<file path="src/rtl/fc_pkg.sv">
// Shared types and helpers for the FC layer control blocks.
package fc_pkg;

    typedef enum logic [2:0] {
        ST_IDLE,
        ST_STREAM,
        ST_DRAIN,
        ST_WAIT_OBUF,
        ST_CIM_ACK,
        ST_CIM_WAIT,
        ST_FUNC
    } fc_pp_state_t;

    // Address width for an n-word vector; never narrower than one bit.
    function automatic int fc_addr_w(input int n);
        return (n <= 1) ? 1 : $clog2(n);
    endfunction

endpackage

</file>
<file path="src/rtl/fc_bank_tracker.sv">
// Input-buffer bank occupancy: full flags, write/read pointers, ready and sticky overflow.
module fc_bank_tracker #(
    parameter int DOUBLE_BUF = 1
) (
    input  logic clk,
    input  logic rst,
    input  logic start_i,
    input  logic release_i,
    output logic ready_o,
    output logic wr_bank_o,
    output logic rd_bank_o,
    output logic rd_full_o,
    output logic overflow_o
);

    logic [1:0] full_q, full_d;
    logic       wr_ptr_q, wr_ptr_d;
    logic       rd_ptr_q, rd_ptr_d;
    logic       ovf_q, ovf_d;
    logic       accept;

    assign accept = start_i & ~full_q[wr_ptr_q];

    // accept targets an empty bank and release a full one, so they never hit the same flag
    always_comb begin
        full_d   = full_q;
        wr_ptr_d = wr_ptr_q;
        rd_ptr_d = rd_ptr_q;
        ovf_d    = ovf_q | (start_i & full_q[wr_ptr_q]);
        if (accept) begin
            full_d[wr_ptr_q] = 1'b1;
            if (DOUBLE_BUF != 0) wr_ptr_d = ~wr_ptr_q;
        end
        if (release_i) begin
            full_d[rd_ptr_q] = 1'b0;
            if (DOUBLE_BUF != 0) rd_ptr_d = ~rd_ptr_q;
        end
    end

    always_ff @(posedge clk or posedge rst) begin
        if (rst) begin
            full_q   <= 2'b00;
            wr_ptr_q <= 1'b0;
            rd_ptr_q <= 1'b0;
            ovf_q    <= 1'b0;
        end else begin
            full_q   <= full_d;
            wr_ptr_q <= wr_ptr_d;
            rd_ptr_q <= rd_ptr_d;
            ovf_q    <= ovf_d;
        end
    end

    assign ready_o    = ~full_q[wr_ptr_q];
    assign wr_bank_o  = wr_ptr_q;
    assign rd_bank_o  = rd_ptr_q;
    // Lets IDLE leave the cycle right after a fill lands on the read bank.
    assign rd_full_o  = full_q[rd_ptr_q] | (accept & (wr_ptr_q == rd_ptr_q));
    assign overflow_o = ovf_q;

endmodule

</file>
<file path="src/rtl/fc_pp_ctrl.sv">
// Ping-pong FC layer controller: streams an ibuf bank to the CIM tiles, then
// sequences CIM compute and the obuf handoff to the function unit.
module fc_pp_ctrl
    import fc_pkg::*;
#(
    parameter int DOUBLE_BUF   = 1,
    parameter int NUM_ADDR     = 32,
    parameter int ADDR_W       = fc_addr_w(NUM_ADDR),
    parameter int READ_LATENCY = 1
) (
    input  logic              clk,
    input  logic              rst,
    input  logic              i_start,
    output logic              o_ready,
    output logic              o_wr_bank,
    output logic              o_rd_bank,
    output logic [ADDR_W-1:0] o_addr,
    output logic              o_cim_we,
    output logic              o_cim_start,
    input  logic              i_cim_ready,
    output logic              o_func_start,
    input  logic              i_func_ready,
    output logic              o_overflow
);

    localparam int CNT_W = 3;

    fc_pp_state_t      state_q, state_d;
    logic [ADDR_W-1:0] addr_q, addr_d;
    logic [CNT_W-1:0]  cnt_q, cnt_d;
    logic              release_w;
    logic              rd_full;
    logic              stream_vld;

    fc_bank_tracker #(.DOUBLE_BUF(DOUBLE_BUF)) u_banks (
        .clk        (clk),
        .rst        (rst),
        .start_i    (i_start),
        .release_i  (release_w),
        .ready_o    (o_ready),
        .wr_bank_o  (o_wr_bank),
        .rd_bank_o  (o_rd_bank),
        .rd_full_o  (rd_full),
        .overflow_o (o_overflow)
    );

    always_comb begin
        state_d      = state_q;
        addr_d       = addr_q;
        cnt_d        = cnt_q;
        release_w    = 1'b0;
        o_cim_start  = 1'b0;
        o_func_start = 1'b0;
        case (state_q)
            ST_IDLE: begin
                if (rd_full) begin
                    state_d = ST_STREAM;
                    addr_d  = '0;
                end
            end
            ST_STREAM: begin
                if (addr_q == ADDR_W'(NUM_ADDR - 1)) begin
                    addr_d = '0;
                    cnt_d  = '0;
                    if (READ_LATENCY == 0) begin
                        release_w = 1'b1;
                        state_d   = ST_WAIT_OBUF;
                    end else begin
                        state_d = ST_DRAIN;
                    end
                end else begin
                    addr_d = addr_q + ADDR_W'(1);
                end
            end
            // Last DRAIN cycle is the one carrying the final o_cim_we.
            ST_DRAIN: begin
                if (cnt_q == CNT_W'(READ_LATENCY - 1)) begin
                    release_w = 1'b1;
                    state_d   = ST_WAIT_OBUF;
                end else begin
                    cnt_d = cnt_q + CNT_W'(1);
                end
            end
            ST_WAIT_OBUF: begin
                if (i_func_ready && i_cim_ready) begin
                    o_cim_start = 1'b1;
                    state_d     = ST_CIM_ACK;
                end
            end
            ST_CIM_ACK: state_d = ST_CIM_WAIT;
            ST_CIM_WAIT: begin
                if (i_cim_ready) state_d = ST_FUNC;
            end
            ST_FUNC: begin
                if (i_func_ready) begin
                    o_func_start = 1'b1;
                    state_d      = ST_IDLE;
                end
            end
            default: state_d = ST_IDLE;
        endcase
    end

    always_ff @(posedge clk or posedge rst) begin
        if (rst) begin
            state_q <= ST_IDLE;
            addr_q  <= '0;
            cnt_q   <= '0;
        end else begin
            state_q <= state_d;
            addr_q  <= addr_d;
            cnt_q   <= cnt_d;
        end
    end

    assign o_addr     = addr_q;
    assign stream_vld = (state_q == ST_STREAM);

    // o_cim_we tracks ibuf read data, i.e. the stream flag delayed by the read latency.
    generate
        if (READ_LATENCY == 0) begin : g_we_comb
            assign o_cim_we = stream_vld;
        end else begin : g_we_pipe
            logic [READ_LATENCY:1] vld_q;
            always_ff @(posedge clk or posedge rst) begin
                if (rst) begin
                    vld_q <= '0;
                end else begin
                    vld_q[1] <= stream_vld;
                    for (int k = 2; k <= READ_LATENCY; k++) vld_q[k] <= vld_q[k-1];
                end
            end
            assign o_cim_we = vld_q[READ_LATENCY];
        end
    endgenerate

endmodule

</file>
<file path="config.mk">
export PLATFORM = sky130hd
export DESIGN_NAME = fc_pp_ctrl
export DESIGN_NICKNAME = d
export VERILOG_FILES = /design/src/rtl/fc_pkg.sv /design/src/rtl/fc_bank_tracker.sv /design/src/rtl/fc_pp_ctrl.sv
export SDC_FILE = /design/constraint.sdc
export NUM_CORES = 1
export LEC_CHECK = 0
export CAP_MARGIN = 5
export CELL_PAD_IN_SITES_DETAIL_PLACEMENT = 1
export CELL_PAD_IN_SITES_GLOBAL_PLACEMENT = 1
export CORE_ASPECT_RATIO = 1.1
export CORE_MARGIN = 2
export CORE_UTILIZATION = 39
export CTS_CLUSTER_SIZE = 25
export DETAILED_ROUTE_END_ITERATION = 6
export PLACE_DENSITY = 0.85
export RECOVER_POWER = 100
export SLEW_MARGIN = 20
export SYNTH_ARGS = -nofsm -noshare
export SYNTH_HDL_FRONTEND = slang
export SYNTH_SLANG_ARGS = --single-unit
</file>
<file path="constraint.sdc">
create_clock -name clk -period 1.8 [get_ports clk]
set_clock_uncertainty 0.2 [all_clocks]
set_input_delay 0.27 -clock clk [delete_from_list [all_inputs] [get_ports clk]]
set_output_delay 0.27 -clock clk [all_outputs]
set_load 0.03 [all_outputs]
</file>
==> impl_metrics.toml <==
[detailed_routing]
drt-pass1-iter-count = 2
drtIter0Drc = 4
ant_nets = 0
wl_um = 2090
dr_total_vias = 761
drc = 0
viasPerCell = 5.40
wl_per_cell_um = 14.8

[cells_and_area]
seqCellArea_um2 = 430
antenna_cells = 0
multi_input_area_um2 = 472
layout-drive-gt1-share = 0.297
stdcell_area_um2 = 1210
final_nets = 121
area_growth_pct = 29.0
nFillCells = 250

[timing]
max_slew.worst_pin.slew_ns = 0.897
rsz0062_at_grt = "true"
fmax_ghz = 0.564
maxSlewHeadroom = 0.402
post-route-min-period_ns = 1.77
setup_viol = 0
hold_viol = 0
fin_tns_setup_ns = 0
report.final.slew_viol_count = 0
worst_hold_slack_ns = 0.282
timing.final.crit_share = 0.985

[pwr]
p_sw_w = 0.000787
ir_drop_mv = 0.917
p_per_area_nw_per_um2 = 1500
netSwitchingFraction = 0.436
p_comb_frac = 0.519
p_int_w = 0.00102
p_leak_nw = 0.577
p_seq_frac = 0.367
clockPowerShare = 0.113

[logic_synthesis]
synthCells = 85
netlist-cell-type-count = 39
ys_warn_count = 0
syn_avg_cell_area_um2 = 11.0
synth_area_um2 = 935
synth_fp_nets = 94
ys_seq_area_frac = 0.455
synth_seq_cells = 17

[setup_path]
critPathMaxFanout = 2
cp-start-kind = "input pin"
crit_type = "input pin to primary output"
cp_data_arrival_time_ns = 1.30
end_kind = "primary output"
worst_ep_required_time_ns = 1.33

[placed_design]
place_area_um2 = 1160
portBuffers = 16
place_congestion = 0.723
dp_hpwl_um = 1560

[global_routing]
grt.total_usage = 0.167
grt_pass1_wl_um = 3480
overflow = 0
grt_pass1_vias = 799
grt_start_max_net_pins = 18
antenna_found_initial = 0

[clocking]
numCtsBuffers = 3
cts_buffer_depth = 2
htree_levels = 1
clock_insertion_delay_worst_skew_ns = 0.29
clock_sinks = 17
clk_pin_slew_worst_paths_ns = 0.09
cts_root_buffer = "clkbuf_4"
cts_tree = "yes"

[floorplan]
die_width_um = 50.7
fp.coreArea_um2 = 2250
num_rows = 18
pin_count = 17
chipHeight_um = 55.3
dieArea_um2 = 2800
initial_core_util = 0.415

[flow_run]
cap_violations = 0

[run_status]
status = "complete, no violations"

[worst_hold_path]
min_path_type = "flop to flop"
==> sequential cells by signal, indices dropped and copies added (netlist names) <==
register and count:
u_banks.rd_bank_o 1, cnt_q 3, u_banks.overflow_o 1, u_banks.wr_bank_o 1, o_cim_we 1, state_q 3
u_banks.full_q 2, o_addr 5
==> synth_stat cells <==
| master | n | area share |
|---|---|---|
| dfrtp_1 | 17 | 0.46 |
| inv_1 | 6 | 0.024 |
| o21ai_0 | 6 | 0.032 |
| a21oi_1 | 4 | 0.021 |
| a22o_1 | 4 | 0.037 |
| ha_1 | 4 | 0.054 |
| nand3_1 | 4 | 0.021 |
| a21o_1 | 2 | 0.016 |
| buf_2 | 2 | 0.011 |
| mux2i_1 | 2 | 0.021 |
| nand2b_1 | 2 | 0.013 |
| nor2_1 | 2 | 0.0080 |
| nor2_2 | 2 | 0.013 |
| o2bb2ai_1 | 2 | 0.019 |
| o31ai_1 | 2 | 0.016 |
| a21oi_2 | 1 | 0.0094 |
| a221o_1 | 1 | 0.011 |
| a22oi_1 | 1 | 0.0080 |
| a22oi_2 | 1 | 0.013 |
| and2_1 | 1 | 0.0067 |
| and3_1 | 1 | 0.0067 |
| and3b_1 | 1 | 0.0094 |
| and4b_2 | 1 | 0.012 |
| and4bb_4 | 1 | 0.017 |
| buf_4 | 1 | 0.0080 |
| buf_6 | 1 | 0.012 |
| mux2_2 | 1 | 0.012 |
| nand2_1 | 1 | 0.0040 |
| nand2b_4 | 1 | 0.015 |
| nor2b_1 | 1 | 0.0067 |
| nor3_1 | 1 | 0.0053 |
| nor3b_1 | 1 | 0.0080 |
| nor4_1 | 1 | 0.0067 |
| o211ai_1 | 1 | 0.0080 |
| o21ai_2 | 1 | 0.0094 |
| o21bai_1 | 1 | 0.0080 |
| or2b_1 | 1 | 0.0080 |
| or4b_4 | 1 | 0.015 |
| xnor2_2 | 1 | 0.017 |
==> critical path, cell delays in order <==
cell and delay, ns:
clkdlybuf4s50_1 0.49, nand3_1 0.12, nor3b_2 0.22, buf_4 0.20
==> power groups by stage <==
stage | clock network (W) | logic (W) | registers (W)
detailed placement | 0 | 0.000929 | 0.000671
global route | 0.000230 | 0.00103 | 0.000682
floorplan | 0 | 0.000506 | 0.000761
CTS | 0.000209 | 0.000899 | 0.000671
global placement | 0 | 0.000896 | 0.000662
finish | 0.000204 | 0.000936 | 0.000663
==> kinds of logic (layout without fill, tap and decap cells) <==
family | after synthesis | after routing | share of synthesized area
AO/OA/AOI/OAI | 27 | 27 | 0.209
XOR/XNOR | 1 | 1 | 0.0174
adder cells (fa/ha/maj) | 4 | 4 | 0.0535
buffers and inverters | 10 | 36 | 0.0549
flip-flops | 17 | 17 | 0.455
multiplexers | 3 | 3 | 0.0335
AND/OR/NAND/NOR | 23 | 23 | 0.177
==> path summary, 6_finish.rpt <==
check	start	end	slack [ns]	cells after the start
worst max-delay path	i_cim_ready	o_cim_start	0.03	4
worst min-delay path	u_banks.overflow_o$_DFF_PP0_	u_banks.overflow_o$_DFF_PP0_	0.28	1
worst max register to register	cnt_q[0]$_DFFE_PP0P_	u_banks.full_q[1]$_DFF_PP0_	0.09	6
worst min register to register	u_banks.overflow_o$_DFF_PP0_	u_banks.overflow_o$_DFF_PP0_	0.28	1
max in group asynchronous	rst	state_q[2]$_DFFE_PP0P_	0.33	3
min in group asynchronous	rst	cnt_q[2]$_DFFE_PP0P_	0.46	3
==> per-stage QoR <==
step / std cells / setup slack (ns) / power [W] / util
6_report: 141 / 0.0261 / 0.00180 / 0.536
3_3_place_gp: 135 / 0.0421 / 0.00156 / 0.516
3_5_place_dp: 135 / -0.0461 / 0.00160 / 0.516
5_1_grt: 141 / -0.0118 / 0.00194 / 0.536
2_1_floorplan: 85 / 0.00442 / 0.00127 / -
4_1_cts: 139 / -0.0292 / 0.00178 / 0.525
==> layout by cell type, fill, tap and decap left out, types with 2 or more instances in the layout <==
master           instances
dfrtp_1                 13
mux2i_1                  2
clkdlybuf4s50_1          4
a22o_1                   4
nand3_1                  4
buf_4                   12
dlygate4sd2_1            7
o21ai_0                  6
o31ai_1                  2
nor2_1                   2
nand2b_1                 2
ha_1                     3
a21o_1                   2
dfrtp_2                  4
inv_1                    6
a21oi_1                  4
nor2_2                   2
clkbuf_1                 2
clkbuf_4                 3
==> what timing repair did <==
item | CTS | global route
gates resized for setup | 9 | 4
hold buffers | 0 | 0
setup buffers | 0 | 2
endpoints found under the setup margin | 8 | 5
==> area by class of cell <==
type | instances | area share
multi-input cells | 58 | 0.391
flip-flops and latches | 17 | 0.357
repair buffers | 26 | 0.180
well taps | 30 | 0.0311
clock buffers | 4 | 0.0218
inverters | 6 | 0.0187
==> metal layers <==
metal	vias to the layer above	wire, um	track usage
li1	368	-	-
met1	374	852	0.179
met2	14	1130	0.308
met3	5	65	0.0270
met4	0	41	0.0811
met5	-	0	0
Note: power is estimated with default switching activity, not from simulation.
